## src/rtl/mul_pkg.sv

```systemverilog
`default_nettype none
// ============================================================================
// Module      : mul_pkg
// Description : Shared types and width helpers for the shift-and-add
//               multiplier (FSM state encoding, counter and product widths).
// Revision    : 1.0 - initial release
// ============================================================================
package mul_pkg;

  // Sequencer states of the multiplier
  typedef enum logic [1:0] {
    ST_IDLE = 2'd0,
    ST_RUN  = 2'd1,
    ST_DONE = 2'd2
  } state_t;

  localparam int DEFAULT_SIZE = 32;

  // Iteration counter width: one extra bit so SIZE-1 is always representable
  function automatic int cnt_width(input int size);
    return $clog2(size) + 1;
  endfunction

  // Full product width of a size x size unsigned multiply
  function automatic int prod_width(input int size);
    return 2 * size;
  endfunction

endpackage : mul_pkg
`default_nettype wire

```

## src/rtl/shift_add_multiplier_if.sv

```systemverilog
`default_nettype none
// ============================================================================
// Module      : shift_add_multiplier_if
// Description : Request/response bundle of the multiplier. The master side
//               issues start with both operands; the slave side returns
//               busy, the done pulse and the held product.
// Revision    : 1.0 - initial release
// ============================================================================
interface shift_add_multiplier_if #(
  parameter int SIZE = 32
);

  logic                start;
  logic [SIZE-1:0]     multiplicand;
  logic [SIZE-1:0]     multiplier;
  logic                busy;
  logic                done;
  logic [2*SIZE-1:0]   product;

  modport master (
    output start,
    output multiplicand,
    output multiplier,
    input  busy,
    input  done,
    input  product
  );

  modport slave (
    input  start,
    input  multiplicand,
    input  multiplier,
    output busy,
    output done,
    output product
  );

endinterface : shift_add_multiplier_if
`default_nettype wire

```

## src/rtl/cl_adder.sv

```systemverilog
`default_nettype none
// ============================================================================
// Module      : cl_adder
// Description : SIZE-bit unsigned adder built from per-bit generate and
//               propagate terms; returns the SIZE-bit sum and carry-out.
// Revision    : 1.0 - initial release
// ============================================================================
module cl_adder #(
  parameter int SIZE = 32
) (
  input  wire logic [SIZE-1:0] input1_i,
  input  wire logic [SIZE-1:0] input2_i,
  output logic      [SIZE-1:0] result_o,
  output logic                 c_out_o
);

  logic [SIZE-1:0] gen_w;
  logic [SIZE-1:0] prop_w;
  logic [SIZE:0]   carry_w;

  genvar gi;
  generate
    for (gi = 0; gi < SIZE; gi++) begin : g_bit
      assign gen_w[gi]  = input1_i[gi] & input2_i[gi];
      assign prop_w[gi] = input1_i[gi] ^ input2_i[gi];
    end
  endgenerate

  // Resolve every carry from the generate/propagate terms (carry-in is zero)
  always_comb begin
    carry_w    = '0;
    carry_w[0] = 1'b0;
    for (int i = 0; i < SIZE; i++) begin
      carry_w[i+1] = gen_w[i] | (prop_w[i] & carry_w[i]);
    end
  end

  assign result_o = prop_w ^ carry_w[SIZE-1:0];
  assign c_out_o  = carry_w[SIZE];

endmodule : cl_adder
`default_nettype wire

```

## src/rtl/shift_add_multiplier.sv

```systemverilog
`default_nettype none
// ============================================================================
// Module      : shift_add_multiplier
// Description : Multi-cycle unsigned shift-and-add multiplier. One add/shift
//               step per clock through a single cl_adder; SIZE steps per
//               product, followed by a one-cycle done pulse. The product is
//               held in its own register until the next completion.
// Revision    : 1.0 - initial release
// ============================================================================
module shift_add_multiplier #(
  parameter int SIZE = 32
) (
  input  wire logic              clk,
  input  wire logic              rst_n,
  shift_add_multiplier_if.slave  bus
);

  import mul_pkg::*;

  localparam int CNT_W  = cnt_width(SIZE);
  localparam int PROD_W = prod_width(SIZE);
  localparam logic [CNT_W-1:0] LAST_CNT = CNT_W'(SIZE - 1);

  state_t              state_q;
  logic [SIZE-1:0]     m_reg_q;
  logic [PROD_W-1:0]   acc_q;
  logic [PROD_W-1:0]   acc_d;
  logic [PROD_W-1:0]   product_q;
  logic [CNT_W-1:0]    cnt_q;
  logic                busy_q;
  logic                done_q;

  logic [SIZE-1:0]     hi_w;
  logic [SIZE-1:0]     lo_w;
  logic [SIZE-1:0]     addend_w;
  logic [SIZE-1:0]     sum_w;
  logic                c_out_w;

  assign hi_w = acc_q[PROD_W-1:SIZE];
  assign lo_w = acc_q[SIZE-1:0];

  // Add the multiplicand into the upper half only when the current multiplier bit is set
  always_comb begin
    addend_w = lo_w[0] ? m_reg_q : '0;
  end

  cl_adder #(
    .SIZE (SIZE)
  ) u_cl_adder (
    .input1_i (hi_w),
    .input2_i (addend_w),
    .result_o (sum_w),
    .c_out_o  (c_out_w)
  );

  // Shift the sum (with its carry) down one place; consumed multiplier bit drops out
  always_comb begin
    acc_d = {c_out_w, sum_w, lo_w[SIZE-1:1]};
  end

  // Sequencer with registered busy/done/product; start only matters in IDLE or DONE
  always_ff @(posedge clk or negedge rst_n) begin
    if (!rst_n) begin
      state_q   <= ST_IDLE;
      m_reg_q   <= '0;
      acc_q     <= '0;
      cnt_q     <= '0;
      product_q <= '0;
      busy_q    <= 1'b0;
      done_q    <= 1'b0;
    end else begin
      case (state_q)
        ST_IDLE: begin
          done_q <= 1'b0;
          if (bus.start) begin
            m_reg_q <= bus.multiplicand;
            acc_q   <= {{SIZE{1'b0}}, bus.multiplier};
            cnt_q   <= '0;
            busy_q  <= 1'b1;
            state_q <= ST_RUN;
          end
        end

        ST_RUN: begin
          acc_q <= acc_d;
          cnt_q <= cnt_q + 1'b1;
          if (cnt_q == LAST_CNT) begin
            product_q <= acc_d;
            busy_q    <= 1'b0;
            done_q    <= 1'b1;
            state_q   <= ST_DONE;
          end
        end

        ST_DONE: begin
          done_q <= 1'b0;
          if (bus.start) begin
            m_reg_q <= bus.multiplicand;
            acc_q   <= {{SIZE{1'b0}}, bus.multiplier};
            cnt_q   <= '0;
            busy_q  <= 1'b1;
            state_q <= ST_RUN;
          end else begin
            state_q <= ST_IDLE;
          end
        end

        default: begin
          busy_q  <= 1'b0;
          done_q  <= 1'b0;
          state_q <= ST_IDLE;
        end
      endcase
    end
  end

  assign bus.busy    = busy_q;
  assign bus.done    = done_q;
  assign bus.product = product_q;

endmodule : shift_add_multiplier
`default_nettype wire

```

## src/flat_wrapper.sv

```systemverilog
// flat-port wrapper written by rule: the top's interface ports become plain ports
module shift_add_multiplier_flat import mul_pkg::*;
#(
  parameter int SIZE = 32
)
  (clk, rst_n, bus_start, bus_multiplicand, bus_multiplier, bus_busy, bus_done, bus_product);
  shift_add_multiplier_if #(.SIZE(SIZE)) bus_i ();
  input  wire logic clk;
  input  wire logic rst_n;
  input wire logic [$bits(bus_i.start)-1:0] bus_start;
  input wire logic [$bits(bus_i.multiplicand)-1:0] bus_multiplicand;
  input wire logic [$bits(bus_i.multiplier)-1:0] bus_multiplier;
  output wire logic [$bits(bus_i.busy)-1:0] bus_busy;
  output wire logic [$bits(bus_i.done)-1:0] bus_done;
  output wire logic [$bits(bus_i.product)-1:0] bus_product;
  assign bus_i.start = bus_start;
  assign bus_i.multiplicand = bus_multiplicand;
  assign bus_i.multiplier = bus_multiplier;
  assign bus_busy = bus_i.busy;
  assign bus_done = bus_i.done;
  assign bus_product = bus_i.product;
  shift_add_multiplier #(.SIZE(SIZE)) u_core (.clk(clk), .rst_n(rst_n), .bus(bus_i));
endmodule
```

## config.mk

```make
export PLATFORM = sky130hd
export DESIGN_NAME = shift_add_multiplier_flat
export DESIGN_NICKNAME = d
export VERILOG_FILES = /design/src/rtl/mul_pkg.sv /design/src/rtl/shift_add_multiplier_if.sv /design/src/rtl/cl_adder.sv /design/src/rtl/shift_add_multiplier.sv /design/src/flat_wrapper.sv
export SDC_FILE = /design/constraint.sdc
export NUM_CORES = 1
export LEC_CHECK = 0
export ABC_AREA = 1
export CAP_MARGIN = 15
export CORE_MARGIN = 2
export CORE_UTILIZATION = 53
export DETAILED_ROUTE_END_ITERATION = 10
export GPL_TIMING_DRIVEN = 0
export PLACE_DENSITY = 0.79
export SETUP_SLACK_MARGIN = 0.5
export SLEW_MARGIN = 20
export SYNTH_ARGS = -nofsm -noshare
export SYNTH_HDL_FRONTEND = slang
export SYNTH_SLANG_ARGS = --single-unit
export TNS_END_PERCENT = 1
```

## constraint.sdc

```tcl
create_clock -name clk -period 43.2 [get_ports clk]
set_input_delay 6.48 -clock clk [delete_from_list [all_inputs] [get_ports clk]]
set_output_delay 6.48 -clock clk [all_outputs]
set_load 0.05 [all_outputs]
```

Word level (Yosys, flattened, before mapping). Cells that the tools add are included.

Output and inout port bits: 66. Input port bits: 67. Bits in registers: 170. Word-level logic and storage cells: 163.

Mux-type cells: 14. Equal/unequal tests: 6. Add/subtract/negate cells: 1. Bitwise gates (word level): 127. Reduce and logical (&&, ||, !) cells: 8.

Operators by type and width (number): $pmux 64 s2 (1); $mux 64 (1); $and 1x1->1 (63); $mux 32 (1); $xor 1x1->1 (32); $xor 32x32->32 (1); $or 1x1->1 (31); $pmux 6 s2 (1); $reduce_and 2->1 (5); $add 6x1->6 const B (1); $eq 6x5->1 const B (1); $mux 6 (1); $pmux 2 s3 (1); $mux 1 (5); $mux 2 (2); $ne 2x1->1 const B (2); $eq 2x1->1 const B (1); $eq 2x2->1 const B (1); $logic_not 2->1 (1); $ne 2x2->1 const B (1); $pmux 1 s2 (1); $reduce_bool 2->1 (1); $reduce_or 2->1 (1).

Longest topological paths before layout. Gate-level depths: netlist (run 1).

Depth in word-level cells: 65. Gate-level depth with buffers: 40. Depth with buffers taken out: 39.

Hierarchy. A second synthesis (run 1) with hierarchy kept.

Cells, all modules: 813. Area, all modules: 7833.8 um2.

Modules (own cells, without submodules): shift_add_multiplier (cells each 776, sequential area each 4254.1 um2, instances 1, area an instance 7181.9 um2); cl_adder (cells each 37, sequential area each 0.0 um2, instances 1, area an instance 651.9 um2).

Worst setup path before layout (run 1). No wires, ideal clock.

Path kind: reg2reg. Start: reg u_core.acc_q[0]. End: reg u_core.product_q[62] (netlist: u_core.bus.product[62]). Arrival: 13936 ps. Stages on the path, launching flop included: 39. Buffers on the path: 2. Path slack: 29145 ps. Setup time: 119 ps. Period minus slack after synthesis: 14055 ps. Data required time: 43081 ps. Cells stage by stage: dfrtp_1 > clkbuf_1 > clkbuf_1 > nand2_1 > fa_1 > fa_1 > fa_1 > fa_1 > fa_1 > fa_1 > fa_1 > fa_1 > fa_1 > fa_1 > fa_1 > fa_1 > fa_1 > fa_1 > (+3 left out) > fa_1 > fa_1 > fa_1 > fa_1 > fa_1 > fa_1 > fa_1 > fa_1 > fa_1 > fa_1 > fa_1 > fa_1 > inv_1 > fa_1 > inv_1 > fa_1 > nand3b_1 > nand2_1.

Cells in the longest elaborated chain, start to end: 63. Elaborated cells on any way between the ends: 124. Those cells by class: mux: 1; bitwise: 123.

RTL lines: from (decl) (RTL line shift_add_multiplier.sv:26) `logic [PROD_W-1:0] acc_q;`; from (signal assigned) (RTL line shift_add_multiplier.sv:77) `acc_q <= {{SIZE{1'b0}}, bus.multiplier};`; from (signal assigned) (RTL line shift_add_multiplier.sv:99) `acc_q <= {{SIZE{1'b0}}, bus.multiplier};`; $mux 32 (*) (RTL line shift_add_multiplier.sv:44) `addend_w = lo_w[0] ? m_reg_q : '0;`; $xor 1x1->1 / $and 1x1->1 (equally long branches) (RTL line cl_adder.sv:25, cl_adder.sv:24); $and 1x1->1 (RTL line cl_adder.sv:34) `carry_w[i+1] = gen_w[i] | (prop_w[i] & carry_w[i]);`; $or 1x1->1 (RTL line cl_adder.sv:34); $and 1x1->1 (RTL line cl_adder.sv:34); $or 1x1->1 (RTL line cl_adder.sv:34); $and 1x1->1 (RTL line cl_adder.sv:34); $or 1x1->1 (RTL line cl_adder.sv:34); (+47 left out); $or 1x1->1 (RTL line cl_adder.sv:34); $and 1x1->1 (RTL line cl_adder.sv:34); $or 1x1->1 (RTL line cl_adder.sv:34); $and 1x1->1 (RTL line cl_adder.sv:34); $or 1x1->1 (RTL line cl_adder.sv:34); $and 1x1->1 (RTL line cl_adder.sv:34); $or 1x1->1 (RTL line cl_adder.sv:34); $xor 32x32->32 (*) (RTL line cl_adder.sv:38) `assign result_o = prop_w ^ carry_w[SIZE-1:0];`; to (signal assigned) (RTL line shift_add_multiplier.sv:68) `product_q <= '0;`; to (signal assigned) (RTL line shift_add_multiplier.sv:88) `product_q <= acc_d;`; to (decl) (RTL line shift_add_multiplier.sv:28) `logic [PROD_W-1:0] product_q;`.

Every way passes the cells marked *; elsewhere a longest branch is shown, timed or not. A chain may end at the register's enable or synchronous reset.

Worst setup path in the final report (run 1). Ends and elaborated chain as after synthesis.

==> impl_results.md, run 1 <==
- Clk_lat worst skew: roughly 420 ps
- Net count after synthesis: 924
- Root Buffer: clkbuf_16
- Hold_buf cts: 0
- Post-synth EDFFs: 0
- Core Util, Final: between 60% and 70%
- RD Place Congestion: between 0.8 and 0.9
- Die Area: approximately 16000 um^2
- GRT Total Usage: between 20% and 30%
- I/O pin total: roughly 130
- Syn avg cell area: approximately 9.5 um^2
- Yosys reg bits: 170
- Via count: slightly above 6000
- Vias in the first global route: 6225
- Worst-Margin Slew: just over 600 ps
- Worst path max stage delay: between 500 and 600 ps
- Worst Reg-to-Reg Cells: 38
- Area Growth Syn to Fin: 27.0%
- CP required: about 44000 ps
- Core footprint: around 14000 um^2
- Synth Instances: slightly above 800
- Num CTS Buffers: 17
- Leak pwr: approximately 4.6 nW
- Final routed DRC violation total: 0
- Max stage delay cell, worst path: fa_1
- Arr. time, crit path: ~15000 ps
- Pin count of the biggest net entering global routing: 90
- Final min period: 15070 ps
- Critical-path maximum fanout: 10
- Hold/Removal Path Class: flip-flop to flip-flop
- Post-CTS setup buffers: 0
- DP HPWL: 12600 um
- WL/cell: roughly 15 um
- Total number of yosys warnings: 0
- Worst Setup Start Kind: flip-flop
- Max VDD drop: around 0.043 mV
- Clock slew at reported path FFs: roughly 60 ps
- Layout cell share with drive strength beyond 1: 6.99%
- Cells on Worst Hold Path: 2
- Hold slack final: around 470 ps
- Cell mode on critical path: fa_1
- I/O Buffers: around 130
- Distinct cells, synth: 25
- Crit Reg-Reg Startpoint: u_core.acc_q[0]
- Hold Fails Final Rpt: 0
- Mapped Area: between 7000 and 8000 um^2
- # rows: 44
- Hold Startpoint: u_core.bus.product[19]
- Reg2Reg Setup Slack: between 20000 and 30000 ps
- Drt pass-1 iters: 5
- Post_cts resized: 0
- PwrDens: a little over 90 nW/um^2
- Post-Route WL: around 18000 um
- Setup_tns: 0 ps
- Top FF cell, synth: dfrtp_1
- Cell Area, Placed: around 9400 um^2
- Final Setup Violations: 0
- Die height: 125 um
- # nets final: around 1100
- Clock Sinks: 170
- CTS tree: yes
- Starting Density: a little over half
- Number of diodes: 0
- Worst Clk Skew: 5.32 ps
- Fmax: around 66 MHz
- Status: complete, no violations
- CTS HTree Levels: 4
- Worst r2r dst: u_core.bus.product[62]
- GR Overflow Total: 0
- Setup crit end kind: flip-flop
- Max cap viols: 0
- Hold worst-path end: u_core.bus.product[19]
- First-pass GRT wire length: between 30000 and 40000 um
- Post-route clock period utilization: a little over a third
- Asr flop ratio synth: 100%
- Max_slew headroom: between 50% and 60%
- Routed vias/inst: approximately 5.2
- Initial antenna violation count: 0
- CTS Buffer Depth: 2
- Fin area: slightly below 10000 um^2
- Slew Limit Fails: 0
- Die Wd: 125 um
- Unrepaired setup endpoints after global routing: false
- Routed Antenna Nets: 0
- Kind of critical path: flip-flop to flip-flop
- Post-synthesis sequential area ratio: between 50% and 60%
- Initial DRC count: 480
-- synth_stat cells, types with 7 or more instances --
cell | instances | share of area, %
buf_2 | 19 | 1.2
clkbuf_1 | 14 | 0.67
nand3b_1 | 31 | 3.0
nand2_1 | 278 | 13
o21a_1 | 32 | 3.1
dfrtp_1 | 170 | 55
nand3_1 | 35 | 2.2
o21ai_0 | 36 | 2.3
buf_4 | 12 | 1.2
fa_1 | 31 | 8.0
o22ai_1 | 29 | 2.3
inv_1 | 45 | 2.2
buf_6 | 7 | 1.0
nor2_1 | 70 | 3.4
-- cell families after synthesis --
| group | Yosys count | synth area share [%] |
|---|---|---|
| AO/OA/AOI/OAI | 102 | 8.11 |
| AND/OR/NAND/NOR | 421 | 22.7 |
| buffers and inverters | 98 | 6.31 |
| adder cells (fa/ha/maj) | 33 | 8.29 |
| flip-flops | 170 | 54.6 |
-- sequential cells by signal, indices dropped and copies added (netlist names) --
register and flops:
u_core.state_q 2, u_core.acc_q 64, u_core.cnt_q 6, u_core.m_reg_q 32
u_core.bus.product 64, u_core.bus.busy 1, u_core.bus.done 1
-- per-stage QoR --
step	setup slack, ps	power (mW)	cells
floorplan	29140	0.626	824
global route	27580	0.982	1171
global placement	28350	0.757	1140
detailed placement	28270	0.774	1141
CTS	28070	0.921	1171
finish	28130	0.916	1171
-- layer usage --
layer	vias up	share of wire (%)	global-route usage, %
met2	201	48	39.1
met1	2933	45	33.1
met5	-	0	0
met4	0	2.5	9.74
li1	2922	-	-
met3	34	5.4	3.94
-- cell type report --
class | instances | area, um^2
fill | 1098 | 4530
sequential | 170 | 4250
multi-input combinational | 556 | 3040
timing repair buffer | 133 | 1350
clock buffer | 27 | 483
buffer | 52 | 317
tap | 184 | 230
inverter | 46 | 175
clock inverter | 3 | 40.0
-- cell usage in the layout (no fill, tap or decap), types with 7 or more instances in the layout --
cell	n
o22ai_1	29
clkdlybuf4s50_1	131
dfrtp_1	170
clkbuf_1	22
fa_1	31
o21ai_0	36
nand2_1	278
nand3b_1	31
nor2_1	70
buf_2	19
o21a_1	32
nand3_1	35
buf_4	12
clkbuf_16	17
buf_6	7
inv_1	45
-- power breakdown --
group	switching, mW	leakage (nW)	internal [mW]
sequential	0.0418	1.97	0.240
clock	0.0577	0.255	0.0816
combinational	0.302	2.41	0.194
total	0.401	4.63	0.515
-- worst max path at each step --
| stage | startpoint | endpoint | slack, ps | cells past startpoint |
|---|---|---|---|---|
| 2_1_floorplan | u_core.acc_q[0] | u_core.bus.product[62] | 29140 | 38 |
| 3_3_place_gp | u_core.acc_q[0] | u_core.bus.product[62] | 28350 | 38 |
| 3_5_place_dp | u_core.acc_q[0] | u_core.bus.product[62] | 28270 | 38 |
| 4_1_cts | u_core.acc_q[0] | u_core.bus.product[62] | 28070 | 38 |
| 5_1_grt | u_core.acc_q[0] | u_core.bus.product[62] | 27580 | 38 |
| 6_report | u_core.acc_q[0] | u_core.bus.product[62] | 28130 | 38 |
-- critical path: cells and delay by family (launching register included) --
kind / cells / cell delay, ps
flops: 1 / 320
buf+inv: 4 / 870
simple gates: 3 / 350
fa+ha+maj: 31 / 13390
Note: power is estimated with default switching activity, not from simulation.
==> run 2: changes to the inputs <==
- CORE_UTILIZATION: 53 -> 48
- PLACE_DENSITY: 0.79 -> 0.75
- clock period: 43.2 -> 13.75 ns (I/O delays scaled with it)
==> run 2 against run 1 <==
  * Hold slack got worse by 2.0 ps
  * Register-to-register slack worse by 27000 ps
  * Largest cell class unchanged
  * Critical path depth up 2
  * Die area grew 10%
  * Maximum frequency rose by 18%
  * Non-clock buffer count is the same
  * Sequential share of layout area fell by 0.90 points
  * Critical path type unchanged
  * Cell count is 2.8% higher
  * Sequential cell count stayed put
  * Setup slack got worse by 27000 ps
==> impl_results.md, run 2 (same netlist as run 1, synthesis figures left out) <==
- Worst-Margin Slew: 579 ps (-38.2 ps)
- Worst path max stage delay: 400 ps (-110 ps)
- Most common cell after layout, fill and taps aside: nand2_1
- Area Growth Syn to Fin: 29.8%
- DP Worst Slack: 7.68 ps (-28260 ps)
- Final min period: 12770 ps (-2300 ps)
- Hold slack final: 467 ps (-2.05 ps)
- Initial antenna violation count: 0 (unchanged)
- Via count: 6108 (+0.30%)
- Setup_tns: 0 ps (unchanged)
- GRT Total Usage: 22.4% (-1.7 points)
- # nets final: 1076 (unchanged)
- Core footprint: 15900 um^2 (+10%)
- Setup crit end kind: flip-flop
- Pin count of the biggest net entering global routing: 98 (+8.9%)
- Die height: 131 um (+4.9%)
- Status: complete, no violations
- Vias in the first global route: 6176 (-0.79%)
- CTS HTree Levels: 4 (unchanged)
- Leak pwr: 4.66 nW (+0.67%)
- GR Overflow Total: 0 (unchanged)
- Arr. time, crit path: 13150 ps (-2240 ps)
- Worst setup margin: 975 ps (-27150 ps)
- Unrepaired setup endpoints after global routing: false
- Final Setup Violations: 0 (unchanged)
- Layout cell share with drive strength beyond 1: 10.8% (+3.8 points)
- DP HPWL: 12700 um (+1.3%)
- Worst path depth: 40 (+5.3%)
- Worst Reg-to-Reg Cells: 40 (+5.3%)
- CP bufs+invs: 5 (+1)
- Routed Antenna Nets: 0 (unchanged)
- Die Wd: 131 um (+4.9%)
- PwrDens: 291 nW/um^2 (+210%)
- Most frequent cells in the layout: nand2_1 (278), dfrtp_1 (170), clkdlybuf4s50_1 (131)
- Fmax: 78.3 MHz (+18%)
- First-pass GRT wire length: 30700 um (+1.5%)
- Worst Clk Skew: 12.2 ps (+6.93 ps)
- # rows: 46 (+4.5%)
- Root Buffer: clkbuf_16
- Post-route clock period utilization: 92.9% (+58 points)
- Die Area: 17300 um^2 (+10%)
- Starting Density: 49.0% (-5.0 points)
- Critical-path maximum fanout: 6 (-4)
- Final routed DRC violation total: 0 (unchanged)
- Clock slew at reported path FFs: 70 ps (about the same)
- Drt pass-1 iters: 5 (unchanged)
- Hold Fails Final Rpt: 0 (unchanged)
- Max cap viols: 0 (unchanged)
- CP delay by family, top: adder cells
- Kind of critical path: flip-flop to flip-flop
- RD Place Congestion: 0.809 (-0.49%)
- I/O Buffers: 132 (unchanged)
- Max stage delay cell, worst path: fa_1
- Max VDD drop: 0.166 mV (+280%)
- Worst Setup Start Kind: flip-flop
- Number of diodes: 0 (unchanged)
- Core Util, Final: 63.6% (-5.0 points)
- Initial DRC count: 389 (-19%)
- Fillers: 1354 (+23%)
- Post-CTS setup buffers: 0 (unchanged)
- Slew Limit Fails: 0 (unchanged)
- Clk_lat worst skew: 430 ps (about the same)
- Cell mode on critical path: fa_2
- WL/cell: 15.1 um (-2.2%)
- I/O pin total: 133 (unchanged)
- Num CTS Buffers: 17 (unchanged)
- Max_slew headroom: 61.4% (+2.5 points)
- Clock Sinks: 170 (unchanged)
- CP required: 14120 ps (-29390 ps)
- Post-Route WL: 18200 um (+0.58%)
- CTS tree: yes
- CTS Buffer Depth: 2 (unchanged)
- Cells on Worst Hold Path: 2 (unchanged)
- Hold/Removal Path Class: flip-flop to flip-flop
- Routed vias/inst: 5.07 (-2.5%)
- Power Total: 2.94 mW (+220%)
[run 2: report_power, final]
group / total, mW / internal, mW / switching, mW
sequential: 0.886 / 0.754 / 0.132
clock: 0.498 / 0.299 / 0.198
combinational: 1.56 / 0.622 / 0.939
[run 2: repair_timing]
| item | CTS | global route |
|---|---|---|
| pin swaps | 0 | 2 |
| hold buffers | 0 | 0 |
| endpoints found under the setup margin | 6 | 6 |
| gates resized for setup | 10 | 6 |
[run 2: through the flow]
stage	cell area [um^2]	instances
after global routing	10100	1204
final	10100	1204
after detailed placement	9460	1173
after CTS	10100	1204
after floorplan	7830	824
after global placement	9430	1172
[run 2: worst paths after layout]
| kind | startpoint | endpoint | slack, ps |
|---|---|---|---|
| max | u_core.acc_q[0] | u_core.bus.product[63] | 980 |
| min | u_core.bus.product[5] | u_core.bus.product[5] | 470 |
| max reg2reg | u_core.acc_q[0] | u_core.bus.product[63] | 980 |
| min reg2reg | u_core.bus.product[5] | u_core.bus.product[5] | 470 |
| max in group asynchronous | rst_n | u_core.acc_q[51] | 11280 |
| min in group asynchronous | rst_n | u_core.bus.product[5] | 1610 |
[run 2: final cells by class]
cell class,count,area [um^2],share of cell area (%)
Tap cell,216,270,2.67
Clock buffer,21,470,4.65
Clock inverter,10,141,1.40
Buffer,52,330,3.27
Multi-Input combinational cell,556,3110,30.8
Inverter,46,175,1.73
Timing Repair Buffer,133,1350,13.4
Sequential cell,170,4250,42.1
[run 2: worst min-delay path, delay by kind of cell (launching register included)]
family | cells | cell delay (ps)
DFF | 1 | 340
and+or+nand+nor | 2 | 90
[run 2: per-layer routing]
| metal | wire length, um | up-vias | track usage [%] |
|---|---|---|---|
| met3 | 1040 | 21 | 4.55 |
| met5 | 0 | - | 0 |
| met2 | 8700 | 198 | 36.4 |
| met1 | 8220 | 2964 | 30.6 |
| met4 | 274 | 0 | 7.25 |
| li1 | - | 2925 | - |
==> run 3: changes to the inputs <==
- SYNTH_HIERARCHICAL: not set -> 1
==> run 3 against run 2 <==
  * Utilization is 0.75 points lower
  * Clock skew up 1.1 ps
  * Largest cell class unchanged
  * Via count shrank 5.8%
  * Setup slack got worse by 29 ps
  * Combinational power is 74% lower
==> impl_results.md, run 3 <==
- Post-synth top area cell: dfrtp_1
- PwrDens: 149 nW/um^2 (-49%)
- Fillers: 1353 (-0.074%)
- First-pass GRT wire length: 29300 um (-4.6%)
- Synth top area share: 54.3% (-0.31 points)
- Leak pwr: 4.97 nW (+6.6%)
- Hold Fails Final Rpt: 0 (unchanged)
- Post-synth EDFFs: 0 (unchanged)
- Routed Antenna Nets: 0 (unchanged)
- Routed vias/inst: 4.82 (-5.0%)
- Net count after synthesis: 913 (-1.2%)
- Via count: 5752 (-5.8%)
- Kind of critical path: flip-flop to flip-flop
- I/O Buffers: 132 (unchanged)
- Clock slew at reported path FFs: 60 ps (about the same)
- Critical-path maximum fanout: 10 (+4)
- I/O pin total: 133 (unchanged)
- Unrepaired setup endpoints after global routing: false
- Multiplexer area fraction after synthesis: 0% (unchanged)
- GR Overflow Total: 0 (unchanged)
- Drt pass-1 iters: 5 (unchanged)
- Die Wd: 132 um (+0.27%)
- CTS HTree Levels: 4 (unchanged)
- Root Buffer: clkbuf_16
- Asr flop ratio synth: 100% (unchanged)
- Area Growth Syn to Fin: 28.0%
- Initial DRC count: 317 (-19%)
- Total number of yosys warnings: 6 (+6)
- Worst Setup Start Kind: flip-flop
- Pin count of the biggest net entering global routing: 89 (-9.2%)
- Area contributors post-synth: dfrtp_1 (54%), nand2_1 (13%), fa_1 (7.9%), o21ai_2 (6.1%), inv_1 (5.2%)
- Layout cell share with drive strength beyond 1: 14.2% (+3.4 points)
- WL/cell: 14.5 um (-4.5%)
- Setup_tns: 0 ps (unchanged)
- Mapped Area: 7830 um^2 (+0.56%)
- Setup crit end kind: flip-flop
- Number of diodes: 0 (unchanged)
- Post-synthesis sequential area ratio: 54.3% (-0.31 points)
- Core footprint: 15900 um^2 (+0.36%)
- Fmax: 78.1 MHz (-0.22%)
- CTS Buffer Depth: 2 (unchanged)
- Die Area: 17400 um^2 (+0.54%)
- CTS tree: yes
- Distinct cells, synth: 24 (-4.0%)
- Worst path max stage delay: 420 ps (+20 ps)
- Post-Route WL: 17300 um (-5.3%)
- Initial antenna violation count: 0 (unchanged)
- Max cap viols: 0 (unchanged)
- Starting Density: 49.1% (+0.098 points)
- Max VDD drop: 0.101 mV (-39%)
- Worst-Margin Slew: 632 ps (+53.2 ps)
- Synth Instances: 813 (-1.3%)
- XOR/XNOR share of the synthesized area: 0% (unchanged)
- Die height: 132 um (+0.27%)
- Most frequent cells in the layout: nand2_1 (269), dfrtp_1 (170), clkdlybuf4s50_1 (131)
- Most common cell after layout, fill and taps aside: nand2_1
- Dpl cells: 1162 (-0.94%)
- Post-synthesis compound-gate area fraction: 14.3% (+6.2 points)
- Clk_lat worst skew: 420 ps (about the same)
- Syn avg cell area: 9.64 um^2 (+1.9%)
- Largest family of logic cells by synthesized area: compound AO/OA/AOI/OAI gates
- Final min period: 12800 ps (+28.5 ps)
- # rows: 46 (unchanged)
- Non-Filler Instances: 1193 (-0.91%)
- Final Setup Violations: 0 (unchanged)
- RD Place Congestion: 0.749 (-7.4%)
- Arr. time, crit path: 13140 ps (about the same)
- Synth cell count leaders: nand2_1 (269), dfrtp_1 (170), inv_1 (109)
- CP required: 14090 ps (-30 ps)
- Vias in the first global route: 5882 (-4.8%)
- Post-route clock period utilization: 93.1% (+0.21 points)
- Final routed DRC violation total: 0 (unchanged)
- Clock Sinks: 170 (unchanged)
- Max stage delay cell, worst path: fa_1
- Synth Area in Simple Gates: 14.1% (-8.6 points)
- Top-count cell post-synth: nand2_1
- Max_slew headroom: 57.9% (-3.5 points)
- Status: complete, no violations
- Cell mode on critical path: fa_2
- Adder-cell share of the synthesized area: 8.24% (-0.046 points)
- Yosys reg bits: 170 (unchanged)
- Hold/Removal Path Class: flip-flop to flip-flop
- DP Worst Slack: 23.5 ps (+15.8 ps)
- Worst Clk Skew: 13.4 ps (+1.15 ps)
- # nets final: 1065 (-1.0%)
- Num CTS Buffers: 17 (unchanged)
- Worst setup margin: 947 ps (-28.5 ps)
- GRT Total Usage: 21.3% (-1.2 points)
- DP HPWL: 12300 um (-3.7%)
- Top FF cell, synth: dfrtp_1
- Slew Limit Fails: 0 (unchanged)
-- run 3: routing by layer --
metal / global-route usage, % / routed length, um / part of all wire, %
met3: 4.84 / 917 / 5.3
met4: 6.10 / 150 / 0.87
met1: 29.4 / 8130 / 47
met5: 0 / 0 / 0
met2: 34.2 / 8070 / 47
-- run 3: kinds of logic after synthesis --
logic type | Yosys count
buf+inv | 156
flops | 170
fa+ha+maj | 33
compound gates | 167
simple gates | 287
-- run 3: path summary, 6_finish.rpt --
check / startpoint / cells past startpoint / end / slack (ps)
min reg2reg: u_core/bus.product[34] / 2 / u_core/bus.product[34] / 480
max reg2reg: u_core/acc_q[0] / 39 / u_core/acc_q[62] / 950
min: u_core/bus.product[34] / 2 / u_core/bus.product[34] / 480
max: u_core/acc_q[0] / 39 / u_core/acc_q[62] / 950
min in group asynchronous: rst_n / 1 / u_core/bus.product[25] / 1620
max in group asynchronous: rst_n / 2 / u_core/bus.product[54] / 11280
-- run 3: where the power goes --
group	switching, mW	internal, mW	leakage, nW
Clock	0.186	0.238	0.249
Sequential	0.0649	0.601	2.07
Combinational	0.247	0.155	2.65
-- run 3: cell type report --
type / count / area, um^2 / area share [%]
buffer: 44 / 303 / 3.02
multi-input combinational: 487 / 2910 / 29.0
tap: 216 / 270 / 2.70
clock inverter: 8 / 47.5 / 0.474
sequential: 170 / 4250 / 42.4
clock buffer: 23 / 468 / 4.67
inverter: 112 / 420 / 4.19
timing repair buffer: 133 / 1350 / 13.5
-- run 3: worst max-delay path: cells and delay by family (launching register included) --
kind	cells	cell delay, ps
adder cells (fa/ha/maj)	31	11560
buffers and inverters	6	610
flip-flops	1	360
AO/OA/AOI/OAI	1	140
AND/OR/NAND/NOR	1	60
-- run 3: through the flow --
step	util (%)	total power, mW	area [um^2]	hold slack (ps)
after floorplan	-	0.947	7830	449
after global placement	59.1	1.04	9430	463
after detailed placement	59.3	1.07	9460	466
after CTS	62.8	1.50	10000	483
after global routing	62.9	1.61	10000	497
final	62.9	1.49	10000	479
-- run 3: timing repair --
item,4_1_cts,5_1_grt
resized for setup,12,9
hold buffers,0,0
setup endpoints to repair,6,4
buffers inserted,0,0
